==> src/rtl/buffer_pkg.sv <==
// Shared constants and read-FSM state type for the capture buffer arbiter.
package buffer_pkg;

    localparam int DATA_W = 16;
    localparam int ADDR_W = 15;
    localparam int DEPTH  = 1 << ADDR_W;

    typedef enum logic [1:0] {
        ST_IDLE = 2'd0,
        ST_PEND = 2'd1,
        ST_DATA = 2'd2
    } rd_state_t;

endpackage

==> src/rtl/buf_ptr.sv <==
// Wrapping ring-buffer pointer; rolls over from all-ones to zero on increment.
module buf_ptr
    import buffer_pkg::*;
#(
    parameter int PTR_W = buffer_pkg::ADDR_W
) (
    input  logic             clk,
    input  logic             rst,
    input  logic             i_inc,
    output logic [PTR_W-1:0] o_ptr
);

    logic [PTR_W-1:0] r_ptr;

    always_ff @(posedge clk) begin
        if (rst) begin
            r_ptr <= '0;
        end else if (i_inc) begin
            r_ptr <= r_ptr + PTR_W'(1);
        end
    end

    assign o_ptr = r_ptr;

endmodule

==> src/rtl/buffer_arbiter.sv <==
// Single-port RAM arbiter for a capture ring buffer: writes always win, reads wait in PEND.
// Define BUF_OVERWRITE_EN to let writes into a full buffer evict the oldest word.
module buffer_arbiter #(
    parameter int DATA_W = buffer_pkg::DATA_W,
    parameter int ADDR_W = buffer_pkg::ADDR_W
) (
    input  logic              clk,
    input  logic              rst,
    input  logic              wr_req,
    input  logic [DATA_W-1:0] wr_data,
    input  logic              rd_req,
    output logic              rd_ready,
    output logic [DATA_W-1:0] rd_data,
    output logic              rd_valid,
    output logic [ADDR_W-1:0] ram_addr,
    output logic              ram_we,
    output logic [DATA_W-1:0] ram_wdata,
    input  logic [DATA_W-1:0] ram_rdata,
    output logic [ADDR_W:0]   count,
    output logic              empty,
    output logic              full,
    output logic              overflow,
    output logic              underflow,
    input  logic              clr_err
);

    import buffer_pkg::*;

    localparam logic [ADDR_W:0] FULL_CNT = {1'b1, {ADDR_W{1'b0}}};

    rd_state_t         r_state;
    logic [ADDR_W:0]   r_count;
    logic [DATA_W-1:0] r_rd_data;
    logic              r_rd_valid;
    logic              r_overflow;
    logic              r_underflow;

    logic [ADDR_W-1:0] w_wr_ptr;
    logic [ADDR_W-1:0] w_rd_ptr;
    logic              w_empty;
    logic              w_full;
    logic              w_rd_ready;
    logic              w_accept;
    logic              w_wr_fire;
    logic              w_wr_evict;
    logic              w_rd_issue;
    logic              w_rd_adv;
    logic              w_cnt_inc;
    logic              w_cnt_dec;
    logic              w_ovf_set;
    logic              w_unf_set;

    always_comb begin
        w_empty    = (r_count == '0);
        w_full     = (r_count == FULL_CNT);
        w_rd_ready = (r_state == ST_IDLE) && !w_empty;
        w_accept   = rd_req && w_rd_ready;

        // Reset suppresses any RAM write in the same cycle.
`ifdef BUF_OVERWRITE_EN
        w_wr_fire  = !rst && wr_req;
        w_wr_evict = w_wr_fire && w_full;
`else
        w_wr_fire  = !rst && wr_req && !w_full;
        w_wr_evict = 1'b0;
`endif

        w_rd_issue = !rst && !wr_req &&
                     (((r_state == ST_IDLE) && w_accept) || (r_state == ST_PEND));
        w_rd_adv   = w_rd_issue || w_wr_evict;

        // An eviction replaces the oldest word, so the fill level stays put.
        w_cnt_inc  = w_wr_fire && !w_wr_evict;
        w_cnt_dec  = w_rd_issue;

        w_ovf_set  = wr_req && w_full;
        w_unf_set  = rd_req && w_empty && (r_state == ST_IDLE);
    end

    buf_ptr #(
        .PTR_W (ADDR_W)
    ) u_wr_ptr (
        .clk   (clk),
        .rst   (rst),
        .i_inc (w_wr_fire),
        .o_ptr (w_wr_ptr)
    );

    buf_ptr #(
        .PTR_W (ADDR_W)
    ) u_rd_ptr (
        .clk   (clk),
        .rst   (rst),
        .i_inc (w_rd_adv),
        .o_ptr (w_rd_ptr)
    );

    always_ff @(posedge clk) begin
        if (rst) begin
            r_state    <= ST_IDLE;
            r_rd_valid <= 1'b0;
            r_rd_data  <= '0;
        end else begin
            r_rd_valid <= 1'b0;
            case (r_state)
                ST_IDLE: begin
                    if (w_accept) begin
                        r_state <= wr_req ? ST_PEND : ST_DATA;
                    end
                end
                ST_PEND: begin
                    if (!wr_req) begin
                        r_state <= ST_DATA;
                    end
                end
                ST_DATA: begin
                    r_rd_data  <= ram_rdata;
                    r_rd_valid <= 1'b1;
                    r_state    <= ST_IDLE;
                end
                default: begin
                    r_state <= ST_IDLE;
                end
            endcase
        end
    end

    always_ff @(posedge clk) begin
        if (rst) begin
            r_count <= '0;
        end else if (w_cnt_inc && !w_cnt_dec) begin
            r_count <= r_count + (ADDR_W+1)'(1);
        end else if (!w_cnt_inc && w_cnt_dec) begin
            r_count <= r_count - (ADDR_W+1)'(1);
        end
    end

    // Sticky flags: a new error in the clearing cycle keeps the flag set.
    always_ff @(posedge clk) begin
        if (rst) begin
            r_overflow  <= 1'b0;
            r_underflow <= 1'b0;
        end else begin
            if (w_ovf_set) begin
                r_overflow <= 1'b1;
            end else if (clr_err) begin
                r_overflow <= 1'b0;
            end
            if (w_unf_set) begin
                r_underflow <= 1'b1;
            end else if (clr_err) begin
                r_underflow <= 1'b0;
            end
        end
    end

    assign ram_we    = w_wr_fire;
    assign ram_addr  = w_wr_fire ? w_wr_ptr : w_rd_ptr;
    assign ram_wdata = wr_data;

    assign rd_ready  = w_rd_ready;
    assign rd_data   = r_rd_data;
    assign rd_valid  = r_rd_valid;
    assign count     = r_count;
    assign empty     = w_empty;
    assign full      = w_full;
    assign overflow  = r_overflow;
    assign underflow = r_underflow;

endmodule

==> config.mk <==
export PLATFORM = sky130hd
export DESIGN_NAME = buffer_arbiter
export DESIGN_NICKNAME = d
export VERILOG_FILES = /design/src/rtl/buffer_pkg.sv /design/src/rtl/buf_ptr.sv /design/src/rtl/buffer_arbiter.sv
export SDC_FILE = /design/constraint.sdc
export NUM_CORES = 1
export LEC_CHECK = 0
export ABC_AREA = 0
export CAP_MARGIN = 20
export CORE_MARGIN = 5
export CORE_UTILIZATION = 52
export CTS_CLUSTER_SIZE = 24
export DETAILED_ROUTE_END_ITERATION = 7
export GPL_ROUTABILITY_DRIVEN = 0
export PLACE_DENSITY = 0.83
export SETUP_SLACK_MARGIN = 0.1
export SLEW_MARGIN = 0
export SYNTH_ARGS = -nofsm -noshare
export SYNTH_HDL_FRONTEND = slang
export SYNTH_SLANG_ARGS = --single-unit
==> constraint.sdc <==
create_clock -name clk -period 12.8 [get_ports clk]
set_input_delay 2.56 -clock clk [delete_from_list [all_inputs] [get_ports clk]]
set_output_delay 2.56 -clock clk [all_outputs]
set_load 0.02 [all_outputs]
### After elaboration in Yosys (flattened, before gate mapping)

Index checks and enable logic that the tools add are counted.
Widths: inputs -> output; s select.

* add/sub/neg operators: 4
* equal/unequal tests: 5
* multiplexer cells: 11
* reduce and logical (&&, ||, !) cells: 25

Operators by type and width (number)
* $mux 16: 2
* $add 15x1->15 const B: 2
* $add 16x1->16 const B: 1
* $eq 16x16->1 const B: 1
* $logic_not 16->1: 1
* $sub 16x1->16 const B: 1
* $mux 15: 1
* $logic_and 1x1->1: 12
* $logic_not 1->1: 6
* $mux 2: 3
* $reduce_bool 2->1: 3
* $mux 1: 4
* $ne 2x2->1 const B: 2
* $pmux 2 s2: 1
* $eq 2x1->1 const B: 1
* $eq 2x2->1 const B: 1
* $logic_not 2->1: 1
* $reduce_and 2->1: 1
* $logic_or 1x1->1: 1

* register bits after elaboration: 67
* input bits: 37
* output and inout port bits: 70
* word-level logic and storage cells: 53

### Longest topological paths before layout

Gate-level depths: netlist of the first run.

* word-level depth: 10
* gate-level depth with buffers: 16
* depth with buffers taken out: 13

### By module

A second synthesis of the first run with hierarchy kept.

* cells, all modules: 455
* area total of the unflattened synthesis: 3783.6 sq um

Modules (own cells, without submodules)
* buffer_arbiter: times used 1, cells an instance 303, area an instance 2414.8 sq um
* buf_ptr: times used 2, cells an instance 76, area an instance 684.4 sq um

### Least setup slack after synthesis of the first run

Ideal clock, no wire load.

* path type: in2out
* start: input rst
* end: output ram_addr[10]
* arrival time: 3985 ps
* slack: 6255 ps
* stages: 8
* path buffers: 3
* path through: clkbuf_1 nor2_1 nand2_1 inv_1 clkbuf_1 buf_2 nand2_1 nand2_1

* cells in the longest elaborated chain, start to end: 4

RTL lines
* start: declaration: line buffer_arbiter.sv:8 `input logic rst,`
* $logic_not 1->1: line buffer_arbiter.sv:64 `w_wr_fire = !rst && wr_req && !w_full;`
* $logic_and 1x1->1 (2 in a row): line buffer_arbiter.sv:64
* named net ram_we: line buffer_arbiter.sv:16 `output logic ram_we,`
* $mux 15: line buffer_arbiter.sv:158 `assign ram_addr = w_wr_fire ? w_wr_ptr : w_rd_ptr;`
* end: declaration: line buffer_arbiter.sv:15 `output logic [ADDR_W-1:0] ram_addr,`

The timed path passes the listed nets, and every way through them passes these cells.

### Worst setup path in the final report of the first run

* start: input wr_req
* end: output ram_addr[8]

* cells in the longest elaborated chain, start to end: 3

RTL lines
* start: declaration: line buffer_arbiter.sv:9 `input logic wr_req,`
* $logic_and 1x1->1 (2 in a row): line buffer_arbiter.sv:64
* $mux 15: line buffer_arbiter.sv:158

Every way passes these cells.

==> impl_metrics.prom, run 1 <==
# TYPE chip_impl_metric gauge
chip_impl_metric{name="cts_buffer_depth",unit=""} 2
chip_impl_metric{name="drt-wirelength-per-cell",unit="um"} 14.07
chip_impl_metric{name="async_flop_share",unit=""} 0
chip_impl_metric{name="dp_worst_setup_slack",unit="ns"} 5.036
chip_impl_metric{name="worstPathArrival",unit="ns"} 5.24
chip_impl_metric{name="syn-instance-count",unit=""} 494
chip_impl_metric{name="filler_cell_count",unit=""} 631
chip_impl_metric{name="clkSlewWorstSetupHoldPaths",unit="ns"} 0.08
chip_impl_metric{name="postRouteAntennaNets",unit=""} 0
chip_impl_metric{name="crit_required",unit="ns"} 10.24
chip_impl_info{name="mostFrequentLayoutCells",value="sky130_fd_sc_hd__nand2_1 (106), sky130_fd_sc_hd__clkdlybuf4s50_1 (73), sky130_fd_sc_hd__dfxtp_1 (67)"} 1
chip_impl_info{name="min-delay-path-class",value="flop to flop"} 1
chip_impl_metric{name="cts_made_buffers",unit=""} 9
chip_impl_metric{name="clkLatencyLatePin",unit="ns"} 0.35
chip_impl_metric{name="report.final.setup_viol",unit=""} 0
chip_impl_metric{name="die_w",unit="um"} 95.13
chip_impl_info{name="netlist.top_cell.by_area",value="sky130_fd_sc_hd__dfxtp_1"} 1
chip_impl_metric{name="max-cap-violations",unit=""} 0
chip_impl_metric{name="timing.max_slew.rel_slack",unit=""} 0.4696
chip_impl_metric{name="yosys_warnings",unit=""} 0
chip_impl_info{name="cts_root_buf",value="sky130_fd_sc_hd__clkbuf_8"} 1
chip_impl_metric{name="postCtsHoldBufs",unit=""} 0
chip_impl_metric{name="fp-row-count",unit=""} 31
chip_impl_metric{name="design.die.area",unit="sq mm"} 0.009050
chip_impl_metric{name="number_of_synthesized_flops_with_an_enable_pin",unit=""} 0
chip_impl_info{name="netlist_top_cells_area",value="sky130_fd_sc_hd__dfxtp_1 (36%), sky130_fd_sc_hd__nand2_1 (11%), sky130_fd_sc_hd__ha_1 (5.6%), sky130_fd_sc_hd__nor2_1 (5.6%), sky130_fd_sc_hd__xor2_1 (5.1%)"} 1
chip_impl_metric{name="h_tree_levels",unit=""} 3
chip_impl_metric{name="place.detailed.hpwl",unit="um"} 6494
chip_impl_metric{name="timing.final.crit_share",unit=""} 0.6090
chip_impl_metric{name="grt_pass1_vias",unit=""} 3392
chip_impl_info{name="critical_path_class",value="input port to primary output"} 1
chip_impl_metric{name="number_of_drc_violations_after_detailed_routing",unit=""} 0
chip_impl_metric{name="critical_path_peak_fanout",unit=""} 25
chip_impl_metric{name="fin_tns_setup",unit="ns"} 0
chip_impl_metric{name="detail_route.wirelength",unit="um"} 9129
chip_impl_info{name="critPathCaptureType",value="primary output"} 1
chip_impl_metric{name="worst-slew-pin-transition",unit="ns"} 0.7956
chip_impl_metric{name="power.static_leakage",unit="nW"} 1.804
chip_impl_metric{name="post-route-worst-setup-slack",unit="ns"} 5.004
chip_impl_metric{name="finClkSkew",unit="ns"} 0.005298
chip_impl_metric{name="finalCriticalPeriod",unit="ns"} 7.796
chip_impl_metric{name="wire_length_of_the_first_global_routing_pass",unit="um"} 15240
chip_impl_info{name="final_common_cell",value="sky130_fd_sc_hd__nand2_1"} 1
chip_impl_metric{name="finalMaxSlewViolations",unit=""} 0
chip_impl_metric{name="cts.sinks",unit=""} 67
chip_impl_metric{name="placed_cells_incl_taps",unit=""} 632
chip_impl_metric{name="drive_above_1_share",unit=""} 0.04909
chip_impl_metric{name="seq_area_frac_synth",unit=""} 0.3559
chip_impl_metric{name="grt_max_degree",unit=""} 72
chip_impl_metric{name="synth.cell_area",unit="sq mm"} 0.003769
chip_impl_metric{name="track_usage",unit=""} 0.2079
chip_impl_info{name="dominantRegCellSynth",value="sky130_fd_sc_hd__dfxtp_1"} 1
chip_impl_metric{name="area_delta_synth_final",unit="%"} 22.54
chip_impl_metric{name="cts_repair_resize_count",unit=""} 0
chip_impl_metric{name="detailedRoute.firstIterationViolations",unit=""} 169
chip_impl_metric{name="ir_worst_vdd",unit="V"} 0.00008382
chip_impl_metric{name="start_util",unit=""} 0.5281
chip_impl_metric{name="syn_nets",unit=""} 549
chip_impl_metric{name="yosys_top_cell_area_share",unit=""} 0.3559
chip_impl_info{name="rsz0062_at_grt",value="false"} 1
chip_impl_metric{name="pwr_density_cell",unit="mW/mm^2"} 162.6
chip_impl_metric{name="place_area",unit="sq mm"} 0.004434
chip_impl_metric{name="placeable_core_area",unit="sq mm"} 0.007137
chip_impl_metric{name="routed_via_density",unit=""} 5.456
chip_impl_metric{name="average_footprint_of_a_synthesized_cell",unit="sq um"} 7.629
chip_impl_metric{name="postSynthRegisterBits",unit=""} 67
chip_impl_info{name="startpoint_type",value="input port"} 1
chip_impl_metric{name="port_buffers",unit=""} 74
chip_impl_metric{name="final-hold-violation-count",unit=""} 0
chip_impl_metric{name="final_cell_count_no_fill",unit=""} 649
chip_impl_metric{name="count_of_nets_after_finishing",unit=""} 600
chip_impl_metric{name="fin_area",unit="sq mm"} 0.004618
chip_impl_metric{name="max_clk_rate",unit="GHz"} 0.1283
chip_impl_info{name="run_status",value="completed"} 1
chip_impl_metric{name="chipHeight",unit="um"} 95.13
chip_impl_metric{name="num_vias",unit=""} 3541
chip_impl_metric{name="iteration_count_of_the_initial_detailed_routing_pass",unit=""} 4
chip_impl_metric{name="io_pins",unit=""} 107
chip_impl_metric{name="grt_antenna_before_repair",unit=""} 0
chip_impl_metric{name="cts_setup_buffers",unit=""} 0
chip_impl_metric{name="final.hold.worst_slack",unit="ns"} 0.4581
chip_impl_metric{name="synthDistinctLibCells",unit=""} 49
chip_impl_metric{name="count_of_antenna_diodes_in_the_layout",unit=""} 0
chip_impl_info{name="cts_tree",value="built"} 1
chip_impl_metric{name="gr-total-overflow",unit=""} 0
[metal layers]
metal,vias up,GRT usage,part of all wire
met2,94,0.3545,0.47
met1,1658,0.2567,0.45
met4,0,0.08053,0.017
met5,-,0,0
met3,15,0.04183,0.066
li1,1774,-,-
[cells in the mapped netlist, types with 2 or more instances]
master and instances:
sky130_fd_sc_hd__buf_2 2, sky130_fd_sc_hd__xor2_1 22, sky130_fd_sc_hd__nor4_1 5, sky130_fd_sc_hd__and2_1 4
sky130_fd_sc_hd__a21oi_1 36, sky130_fd_sc_hd__buf_4 16, sky130_fd_sc_hd__ha_1 17, sky130_fd_sc_hd__dfxtp_1 67
sky130_fd_sc_hd__or3_1 4, sky130_fd_sc_hd__o21ai_0 19, sky130_fd_sc_hd__nand3_1 11, sky130_fd_sc_hd__nand3b_1 7
sky130_fd_sc_hd__nor3_1 9, sky130_fd_sc_hd__nor2b_1 8, sky130_fd_sc_hd__buf_1 2, sky130_fd_sc_hd__nor2_1 56
sky130_fd_sc_hd__nand3_2 2, sky130_fd_sc_hd__a2111oi_0 2, sky130_fd_sc_hd__xnor2_1 6, sky130_fd_sc_hd__a211oi_1 5
sky130_fd_sc_hd__o21bai_1 2, sky130_fd_sc_hd__mux2i_1 4, sky130_fd_sc_hd__and3_1 7, sky130_fd_sc_hd__clkbuf_1 16
sky130_fd_sc_hd__o21a_1 5, sky130_fd_sc_hd__a21o_1 5, sky130_fd_sc_hd__nand4_1 13, sky130_fd_sc_hd__nand2_1 106
sky130_fd_sc_hd__inv_1 16
[area by class of cell]
cell class                      count  area (sq um)  area share
Multi-Input combinational cell    374          2158      0.4674
Sequential cell                    67          1341      0.2904
Timing Repair Buffer               77         758.2      0.1642
Clock buffer                        9         123.9     0.02682
Tap cell                           99         123.9     0.02682
Inverter                           16         60.06     0.01300
Clock inverter                      7         52.55     0.01138
[stage by stage]
stage,util,power [W]
final,0.6471,0.0007508
after global routing,0.6471,0.0008052
after CTS,0.6460,0.0007517
after detailed placement,0.6213,0.0005916
after global placement,0.6213,0.0005820
after floorplan,-,0.0004943
[flip-flops by register name, indices dropped and copies added (netlist names)]
register	count
overflow	1
u_wr_ptr.o_ptr	15
rd_valid	1
count	16
u_rd_ptr.o_ptr	15
rd_data	16
r_state	2
underflow	1
[worst max-delay path, cell delays in order]
cell and delay, ns:
sky130_fd_sc_hd__clkdlybuf4s50_1 0.55, sky130_fd_sc_hd__inv_1 0.08, sky130_fd_sc_hd__nor2_1 0.15, sky130_fd_sc_hd__nand2_1 0.35
sky130_fd_sc_hd__inv_1 0.69, sky130_fd_sc_hd__nand2_1 0.14, sky130_fd_sc_hd__nand2_1 0.09, sky130_fd_sc_hd__clkdlybuf4s50_1 0.62
[power breakdown]
| group | switching (W) | leakage, nW | internal, W | total, W |
|---|---|---|---|---|
| Clock | 0.0000869 | 0.0896 | 0.0000711 | 0.000158 |
| Combinational | 0.000189 | 1.17 | 0.000145 | 0.000334 |
| Sequential | 0.0000281 | 0.544 | 0.000231 | 0.000259 |
[cell families (layout without fill, tap and decap cells)]
family	after synthesis	after routing	share of synthesized area
AO/OA/AOI/OAI	84	84	0.1401
XOR/XNOR	28	28	0.06507
adder cells (fa/ha/maj)	18	18	0.06175
buffers and inverters	53	109	0.07138
flip-flops	67	67	0.3559
multiplexers	5	5	0.01361
AND/OR/NAND/NOR	239	239	0.2922
[worst paths after layout]
check | start | end | slack, ns | depth (start not counted)
min reg2reg | rd_data[14] | rd_data[14] | 0.46 | 2
max | wr_req | ram_addr[8] | 5.00 | 8
min | rd_data[14] | rd_data[14] | 0.46 | 2
max reg2reg | count[3] | count[15] | 7.55 | 13
Note: power is estimated with default switching activity, not from simulation.
==> inputs of run 2 (changes only) <==
--- a/config.mk
+++ b/config.mk
@@ -8,11 +8,11 @@
 export ABC_AREA = 0
 export CAP_MARGIN = 20
 export CORE_MARGIN = 5
-export CORE_UTILIZATION = 52
+export CORE_UTILIZATION = 48
 export CTS_CLUSTER_SIZE = 24
 export DETAILED_ROUTE_END_ITERATION = 7
 export GPL_ROUTABILITY_DRIVEN = 0
-export PLACE_DENSITY = 0.83
+export PLACE_DENSITY = 0.77
 export SETUP_SLACK_MARGIN = 0.1
 export SLEW_MARGIN = 0
 export SYNTH_ARGS = -nofsm -noshare
==> constraint.sdc (replaced) <==
create_clock -name clk -period 7.42 [get_ports clk]
set_input_delay 1.484 -clock clk [delete_from_list [all_inputs] [get_ports clk]]
set_output_delay 1.484 -clock clk [all_outputs]
set_load 0.02 [all_outputs]
==> run 2 against run 1 <==
Highest routed layer unchanged. Clock skew is 0.0041 ns higher. Critical path depth is 6 higher. Routed wire length increased by 1.3%. First-iteration DRC count grew 11%.
==> impl_metrics.prom, run 2 (same netlist as run 1, synthesis figures left out) <==
# TYPE chip_impl_metric gauge
chip_impl_info{name="run_status",value="completed"} 1
chip_impl_info{name="critical_path_class",value="input port to flop"} 1
chip_impl_metric{name="area_delta_synth_final",unit="%"} 23.24
chip_impl_metric{name="timing.max_slew.rel_slack",unit=""} 0.3056
chip_impl_metric{name="pwr_density_cell",unit="mW/mm^2"} 289.3
chip_impl_metric{name="finalMaxSlewViolations",unit=""} 0
chip_impl_metric{name="timing.final.crit_share",unit=""} 0.7781
chip_impl_metric{name="routed_via_density",unit=""} 5.359
chip_impl_metric{name="postCtsHoldBufs",unit=""} 0
chip_impl_metric{name="wire_length_of_the_first_global_routing_pass",unit="um"} 15510
chip_impl_metric{name="pwr-share-comb",unit=""} 0.430
chip_impl_metric{name="num_vias",unit=""} 3489
chip_impl_metric{name="cp.buffers_inverters",unit=""} 4
chip_impl_info{name="startpoint_type",value="input port"} 1
chip_impl_metric{name="place.detailed.hpwl",unit="um"} 6557
chip_impl_metric{name="port_buffers",unit=""} 74
chip_impl_info{name="cp-startpoint",value="wr_req"} 1
chip_impl_metric{name="cp_slowest_stage_delay",unit="ns"} 0.65
chip_impl_metric{name="worst-slew-pin-transition",unit="ns"} 1.039
chip_impl_metric{name="cts_made_buffers",unit=""} 9
chip_impl_metric{name="number_of_drc_violations_after_detailed_routing",unit=""} 0
chip_impl_metric{name="fin_tns_setup",unit="ns"} 0
chip_impl_metric{name="start_util",unit=""} 0.4902
chip_impl_metric{name="clockPowerShare",unit=""} 0.239
chip_impl_info{name="final_common_cell",value="sky130_fd_sc_hd__nand2_1"} 1
chip_impl_metric{name="iteration_count_of_the_initial_detailed_routing_pass",unit=""} 4
chip_impl_metric{name="power.static_leakage",unit="nW"} 1.807
chip_impl_metric{name="drive_above_1_share",unit=""} 0.04736
chip_impl_metric{name="report.final.setup_viol",unit=""} 0
chip_impl_metric{name="switchingPower",unit="W"} 0.0005343
chip_impl_metric{name="max_clk_rate",unit="GHz"} 0.1732
chip_impl_info{name="most_used_cell_cp",value="sky130_fd_sc_hd__inv_1"} 1
chip_impl_info{name="rsz0062_at_grt",value="false"} 1
chip_impl_metric{name="pwr-share-seq",unit=""} 0.332
chip_impl_info{name="r2r_path_start",value="count[3]"} 1
chip_impl_metric{name="postRouteAntennaNets",unit=""} 0
chip_impl_metric{name="gr-total-overflow",unit=""} 0
chip_impl_metric{name="reg2reg_setup_slack",unit="ns"} 2.18
chip_impl_info{name="hold_path_origin",value="rd_data[3]"} 1
chip_impl_metric{name="cts_setup_buffers",unit=""} 0
chip_impl_metric{name="finalCriticalPeriod",unit="ns"} 5.774
chip_impl_metric{name="io_pins",unit=""} 107
chip_impl_metric{name="max-cap-violations",unit=""} 0
chip_impl_metric{name="clkLatencyLatePin",unit="ns"} 0.34
chip_impl_metric{name="power.internal",unit="W"} 0.0008093
chip_impl_metric{name="detailedRoute.firstIterationViolations",unit=""} 188
chip_impl_info{name="critPathCaptureType",value="flop"} 1
chip_impl_metric{name="crit_required",unit="ns"} 7.65
chip_impl_metric{name="drt-wirelength-per-cell",unit="um"} 14.21
chip_impl_metric{name="clkSlewWorstSetupHoldPaths",unit="ns"} 0.08
chip_impl_metric{name="critical_path_peak_fanout",unit=""} 25
chip_impl_info{name="timing.critical_path.cells",value="clkdlybuf4s50_1 -> inv_1 -> nor2_1 -> nand2_1 -> inv_1 -> ha_1 -> inv_1 -> ha_1 -> a211oi_1 -> o21ai_0 -> a211oi_1 -> o21ai_0 -> mux2i_1 -> mux2_2"} 1
chip_impl_metric{name="fp-row-count",unit=""} 32
chip_impl_metric{name="detail_route.wirelength",unit="um"} 9251
chip_impl_info{name="min-delay-path-class",value="flop to flop"} 1
chip_impl_metric{name="netSwitchingFraction",unit=""} 0.3977
chip_impl_metric{name="placeable_core_area",unit="sq mm"} 0.007687
chip_impl_metric{name="grt_max_degree",unit=""} 71
chip_impl_metric{name="track_usage",unit=""} 0.1902
chip_impl_metric{name="die_w",unit="um"} 98.61
chip_impl_metric{name="grt_pass1_vias",unit=""} 3275
chip_impl_metric{name="cts.sinks",unit=""} 67
chip_impl_metric{name="finalPower",unit="W"} 0.001344
chip_impl_metric{name="cts_buffer_depth",unit=""} 2
chip_impl_metric{name="ir_worst_vdd",unit="V"} 0.0001661
chip_impl_metric{name="design.die.area",unit="sq mm"} 0.009723
chip_impl_info{name="cts_tree",value="built"} 1
chip_impl_info{name="slowest_cell_on_crit_path",value="sky130_fd_sc_hd__inv_1"} 1
chip_impl_metric{name="count_of_antenna_diodes_in_the_layout",unit=""} 0
chip_impl_metric{name="grt_antenna_before_repair",unit=""} 0
chip_impl_metric{name="finClkSkew",unit="ns"} 0.009407
chip_impl_metric{name="count_of_nets_after_finishing",unit=""} 599
chip_impl_metric{name="final-hold-violation-count",unit=""} 0
chip_impl_info{name="cts_root_buf",value="sky130_fd_sc_hd__clkbuf_8"} 1
chip_impl_info{name="critPathTopFamily",value="buffers and inverters"} 1
chip_impl_metric{name="chipHeight",unit="um"} 98.61
chip_impl_metric{name="layout.core_utilization",unit=""} 0.6042
chip_impl_metric{name="worstPathArrival",unit="ns"} 6.01
chip_impl_info{name="mostFrequentLayoutCells",value="sky130_fd_sc_hd__nand2_1 (106), sky130_fd_sc_hd__clkdlybuf4s50_1 (73), sky130_fd_sc_hd__dfxtp_1 (67)"} 1
chip_impl_metric{name="cts_repair_resize_count",unit=""} 0
chip_impl_metric{name="h_tree_levels",unit=""} 3
## run 2: area by class of cell
type | instances | area (sq um)
multi-input combinational | 374 | 2158
fill | 715 | 3043
clock inverter | 7 | 82.58
sequential | 67 | 1341
inverter | 16 | 60.06
timing repair buffer | 76 | 750.7
tap | 102 | 127.6
clock buffer | 9 | 123.9
## run 2: per-layer routing
| layer | GRT usage | routed length, um | up-vias | part of all wire |
|---|---|---|---|---|
| li1 | - | - | 1776 | - |
| met1 | 0.2611 | 4528 | 1584 | 0.49 |
| met2 | 0.2933 | 3985 | 116 | 0.43 |
| met3 | 0.04529 | 640 | 13 | 0.069 |
| met4 | 0.06513 | 96 | 0 | 0.010 |
| met5 | 0 | 0 | - | 0 |
## run 2: power by group through the flow
stage | sequential (W) | clock (W) | combinational [W]
global route | 0.000454 | 0.000343 | 0.000632
detailed placement | 0.000454 | 0 | 0.000566
global placement | 0.000453 | 0 | 0.000556
CTS | 0.000446 | 0.000328 | 0.000571
floorplan | 0.000487 | 0 | 0.000365
finish | 0.000446 | 0.000320 | 0.000577
## run 2: worst paths after layout
path | endpoint | cells after the start
setup / recovery | count[15] | 14
hold / removal | rd_data[3] | 2
setup reg to reg | count[15] | 13
hold reg to reg | rd_data[3] | 2
## run 2: through the flow
step / setup slack, ns / hold WS [ns] / area [sq um] / cells
after floorplan: 2.496 / 0.4581 / 3769 / 494
after global placement: 1.668 / 0.4418 / 4438 / 635
after detailed placement: 1.440 / 0.4495 / 4438 / 635
after CTS: 1.761 / 0.4613 / 4644 / 651
after global routing: 1.277 / 0.4702 / 4644 / 651
final: 1.646 / 0.4585 / 4644 / 651
## run 2: worst min-delay path: cells and delay by family, from the launching register on
| kind | cells | cell delay [ns] |
|---|---|---|
| AOI/OAI and AO/OA | 1 | 0.05 |
| and+or+nand+nor | 1 | 0.05 |
| DFF | 1 | 0.32 |
==> edit 1: new RTL, config.mk and constraints of run 1 <==
The 3 states of `rd_state_t` get a one-hot encoding in 3 bits.
--- a/src/rtl/buffer_pkg.sv
+++ b/src/rtl/buffer_pkg.sv
@@ -6,8 +6,8 @@
     localparam int DEPTH  = 1 << ADDR_W;
 
-    typedef enum logic [1:0] {
-        ST_IDLE = 2'd0,
-        ST_PEND = 2'd1,
-        ST_DATA = 2'd2
+    typedef enum logic [2:0] {
+        ST_IDLE = 3'b001,
+        ST_PEND = 3'b010,
+        ST_DATA = 3'b100
     } rd_state_t;
 
Check against the original RTL: no difference found for any inputs over 10 cycles, from zero or initial values and one cycle with rst high; not proved beyond that.
==> edit 1 against run 1 <==
  * Total power up 15%
  * Clock skew rose by 4.0 ps
  * Worst setup slack gained 470 ps
  * Wire length increased by 3.2%
  * Area after synthesis is 1.8% higher
  * Design area grew 2.0%
  * Register-to-register slack improved by 700 ps
  * Sequential cell count is 1 higher
  * Largest power group unchanged
==> edit 1: results (changes against run 1) <==
[final_layout]
drive_gt1_frac=0.07750  ; +0.02841
nFillCells=594  ; -5.9%

[grt]
grt_max_degree=74  ; +2.8%
grt_use_total=0.2109  ; +0.003016
grt_first_pass_wirelength_um=15320  ; +0.54%
grt_use_met1=0.2533  ; -0.003448
grt_pass1_vias=3411  ; +0.56%
grt_util_met2=0.3683  ; +0.01375

[drt]
drtIter0Drc=181  ; +7.1%
met2RoutedLength_um=4592  ; +7.2%
first_pass_iters=5  ; +1
wl_met1_um=3933  ; -3.6%
met3_length_um=746  ; +23%
vias_per_cell=5.750  ; +5.4%

[status]
status=finished, final reports clean

[worst_setup_path]
reg2reg_depth=14  ; +1
worstPathArrival_ps=4770  ; -470 ps
rr_startpoint=count[7]
cp_slowest_cell=clkdlybuf4s50_1
max_stage_delay_ps=630  ; -60 ps
cp-endpoint=ram_addr[6]
ff2ff_setup_slack_ps=8250  ; +700 ps

[place]
place_inst=612  ; -3.2%
post-dp-hpwl_um=6680  ; +2.9%

[synthesis]
synth_cell_types=53  ; +8.2%
synth_mux_area_frac=0.04046  ; +0.02684
syn-instance-count=476  ; -3.6%
postSynthNetCount=531  ; -3.3%
synth-seq-area-share=0.3550  ; -0.0009342
synth_xor_area_frac=0.04796  ; -0.01711
ys_top_cells_by_area=dfxtp_1, nand2_1, a21oi_1, ha_1, nor2_1
synthAdderAreaFrac=0.06069  ; -0.001068

[power]
vdd_drop_max_mv=0.1383  ; +65%
netSwitchingFraction=0.3986  ; -0.005974
total_leakage_power_uw=0.001731  ; -4.0%

[clock_tree]
postCtsSetupBuffers=0  ; unchanged

==> edit 1: cell type report <==
type	instances	share of cell area
Tap cell	99	0.02629
Clock inverter	7	0.02098
Timing Repair Buffer	75	0.1578
Inverter	17	0.01355
Sequential cell	68	0.2890
Clock buffer	9	0.02629
Multi-Input combinational cell	353	0.4661
==> edit 1: kinds of logic (layout without fill, tap and decap cells) <==
logic type | Yosys count | count (layout)
AND/OR/NAND/NOR | 181 | 181
AO/OA/AOI/OAI | 119 | 119
flip-flops | 68 | 68
buffers and inverters | 55 | 108
XOR/XNOR | 21 | 21
adder cells (fa/ha/maj) | 18 | 18
multiplexers | 14 | 14
==> edit 1: worst min path at each step <==
stage          slack [ps]            endpoint               start  depth (start not counted)
3_5_place_dp          450         rd_data[10]         rd_data[10]                          2
3_3_place_gp          440          rd_data[1]          rd_data[1]                          2
6_report              450          rd_data[1]          rd_data[1]                          2
4_1_cts               460         rd_data[10]         rd_data[10]                          2
2_1_floorplan         450  u_rd_ptr.o_ptr[14]  u_rd_ptr.o_ptr[14]                          2
5_1_grt               480          rd_data[1]          rd_data[1]                          2
==> edit 1: power groups by stage <==
stage | clock network [uW] | registers [uW] | logic, uW
floorplan | 0 | 291 | 265
global route | 215 | 277 | 435
finish | 198 | 272 | 395
detailed placement | 0 | 276 | 388
CTS | 202 | 272 | 393
global placement | 0 | 276 | 381
==> edit 1: per-stage QoR <==
stage / area, um2 / power (uW) / hold slack, ps / setup slack, ps
detailed placement: 4488 / 664.7 / 445.8 / 5499
floorplan: 3835 / 556.2 / 450.0 / 6393
finish: 4711 / 865.4 / 454.4 / 5469
global placement: 4488 / 656.5 / 441.5 / 5587
global route: 4711 / 927.0 / 477.5 / 5354
CTS: 4711 / 866.0 / 457.1 / 5478
==> edit 2: new RTL, settings of run 1 <==
Without the edit above. Set the package constant `DATA_W` to 32 (it was 16).
--- a/src/rtl/buffer_pkg.sv
+++ b/src/rtl/buffer_pkg.sv
@@ -2,5 +2,5 @@
 package buffer_pkg;
 
-    localparam int DATA_W = 16;
+    localparam int DATA_W = 32;
     localparam int ADDR_W = 15;
     localparam int DEPTH  = 1 << ADDR_W;
Ports: changed (resized ram_rdata, ram_wdata, rd_data and wr_data); port bits go from 107 to 171. The function was not compared with the original's and may differ.
==> edit 2 against run 1 <==
  * Wire length increased by 26%
  * Worst hold slack improved by 1.8 ps
  * Critical path depth decreased by 1
  * Global-route usage increased by 1.5 points
  * Design area increased by 22%
  * Sequential cell count increased by 16
  * Count of clock-buffer cells in the layout increased by 1
  * Worst setup slack improved by 420 ps
  * Area after synthesis increased by 19%
  * Total power increased by 29%
  * Synthesized cell count increased by 10%
  * Critical endpoint is now ram_addr[9]
  * Largest cell class unchanged
  * Largest power group unchanged
==> edit 2: results (changes against run 1) <==
[sta]
worstMarginPinSlew_ps=866.9  ; +71.35 ps
skew_ps=7.908  ; +2.610 ps

[drt]
wire_per_inst_um=15.99  ; +14%
vias_per_cell=5.604  ; +2.7%
drtAntennaViolNets=0  ; unchanged
drtIter0Drc=108  ; -36%
first_pass_iters=5  ; +1

[synthesis]
synth-seq-area-share=0.3701  ; +0.01421
async_flop_share=0  ; unchanged
avgSynthCellArea_um2=8.252  ; +8.2%
synth_commonest_cells=nand2_1, dfxtp_1, a21oi_1, nor2_1, buf_4
postSynthNetCount=631  ; +15%
synth_cell_types=62  ; +27%
ys_warn_count=0  ; unchanged
ys_top_cells_by_area=dfxtp_1, nand2_1, a21oi_1, buf_4, ha_1

[grt]
grt_pass1_vias=3974  ; +17%
grt_max_degree=88  ; +22%
grt_first_pass_wirelength_um=18840  ; +24%
grt_use_total=0.2230  ; +0.01506
grt_antenna_before_repair=0  ; unchanged

[place]
place_inst=706  ; +12%
post-dp-hpwl_um=8529  ; +31%
placed_cell_area_mm2=0.005403  ; +22%
portBuffers=106  ; +43%

[clock_tree]
cts_buffers=9  ; unchanged
htreeDepth=3  ; unchanged
clock_path_buffers=2  ; unchanged
ctsResizeCount=0  ; unchanged
postCtsSetupBuffers=0  ; unchanged

[worst_setup_path]
max_stage_delay_ps=650  ; -40 ps
rr_startpoint=count[10]
cp-startpoint=rst
critPathMaxFanout=87  ; +250%
worstPathArrival_ps=4820  ; -420 ps
cp_slowest_cell=buf_4
crit_family=buffers and inverters

[status]
status=finished, final reports clean

[hold_path]
hold_class=flip-flop to flip-flop
hold_start=rd_data[31]

[final_layout]
drive_gt1_frac=0.08266  ; +0.03357
largest_reg_flops=32
nNetsFinal=699  ; +17%
nFillCells=679  ; +7.6%
final_cells=722  ; +11%

[power]
total_leakage_power_uw=0.002027  ; +12%
vdd_drop_max_mv=0.08107  ; -3.3%

[die]
core_mm2=0.008299  ; +16%

edit 2: cell types whose count changed in the layout (fill, tap and decap cells not counted), moves of 7 or more:
cell                    run 1  this run
a21oi_1                    36        60
clkdlybuf4s50_1            73       105
dfxtp_1                    67        83
mux2_4                      0        10
nand4_1                    13         5
nor2_1                     56        49
xnor2_1                     6        23
xor2_1                     22         7
edit 2: worst min-delay path, delay by kind of cell (launching register included):
kind | cells | cell delay [ps]
AND/OR/NAND/NOR | 1 | 50
flip-flops | 1 | 320
AO/OA/AOI/OAI | 1 | 50
edit 2: cells by family after synthesis:
| group | synth area share |
|---|---|
| muxes | 0.04821 |
| adders and majority gates | 0.05184 |
| buffers and inverters | 0.08695 |
| AOI/OAI and AO/OA | 0.1555 |
| and+or+nand+nor | 0.2288 |
| DFF | 0.3701 |
| xor gates and xnor gates | 0.05853 |
edit 2: layout make-up:
cell class | count | area, um2 | area share
multi-input combinational | 393 | 2440 | 0.4348
sequential | 83 | 1662 | 0.2961
clock buffer | 10 | 137.6 | 0.02453
clock inverter | 6 | 71.32 | 0.01271
inverter | 15 | 56.30 | 0.01003
tap | 105 | 131.4 | 0.02341
timing repair buffer | 110 | 1114 | 0.1984
edit 2: report_power, final:
part / internal [uW] / switching [uW]
Sequential: 288 / 39.2
Clock: 97.2 / 99.7
Combinational: 198 / 250
Total: 583 / 389
edit 2: path summary, 6_finish.rpt:
check	end	slack (ps)	cells after the start
max	ram_addr[9]	5420	7
min	rd_data[31]	460	2
max reg2reg	count[9]	8580	13
min reg2reg	rd_data[31]	460	2
edit 2: per-stage QoR:
stage                     power [uW]  setup WS (ps)
final                          971.8           5424
after global routing            1028           5266
after CTS                      970.7           5431
after detailed placement       772.0           5433
after global placement         753.0           5471
after floorplan                637.9           6684
edit 2: routing by layer:
metal	vias up	part of all wire	wire length [um]	global-route usage
met5	-	0	0	0
met4	0	0.023	268	0.09163
met3	43	0.078	897	0.06901
met2	135	0.49	5670	0.3740
met1	1896	0.41	4707	0.2647
li1	1972	-	-	-
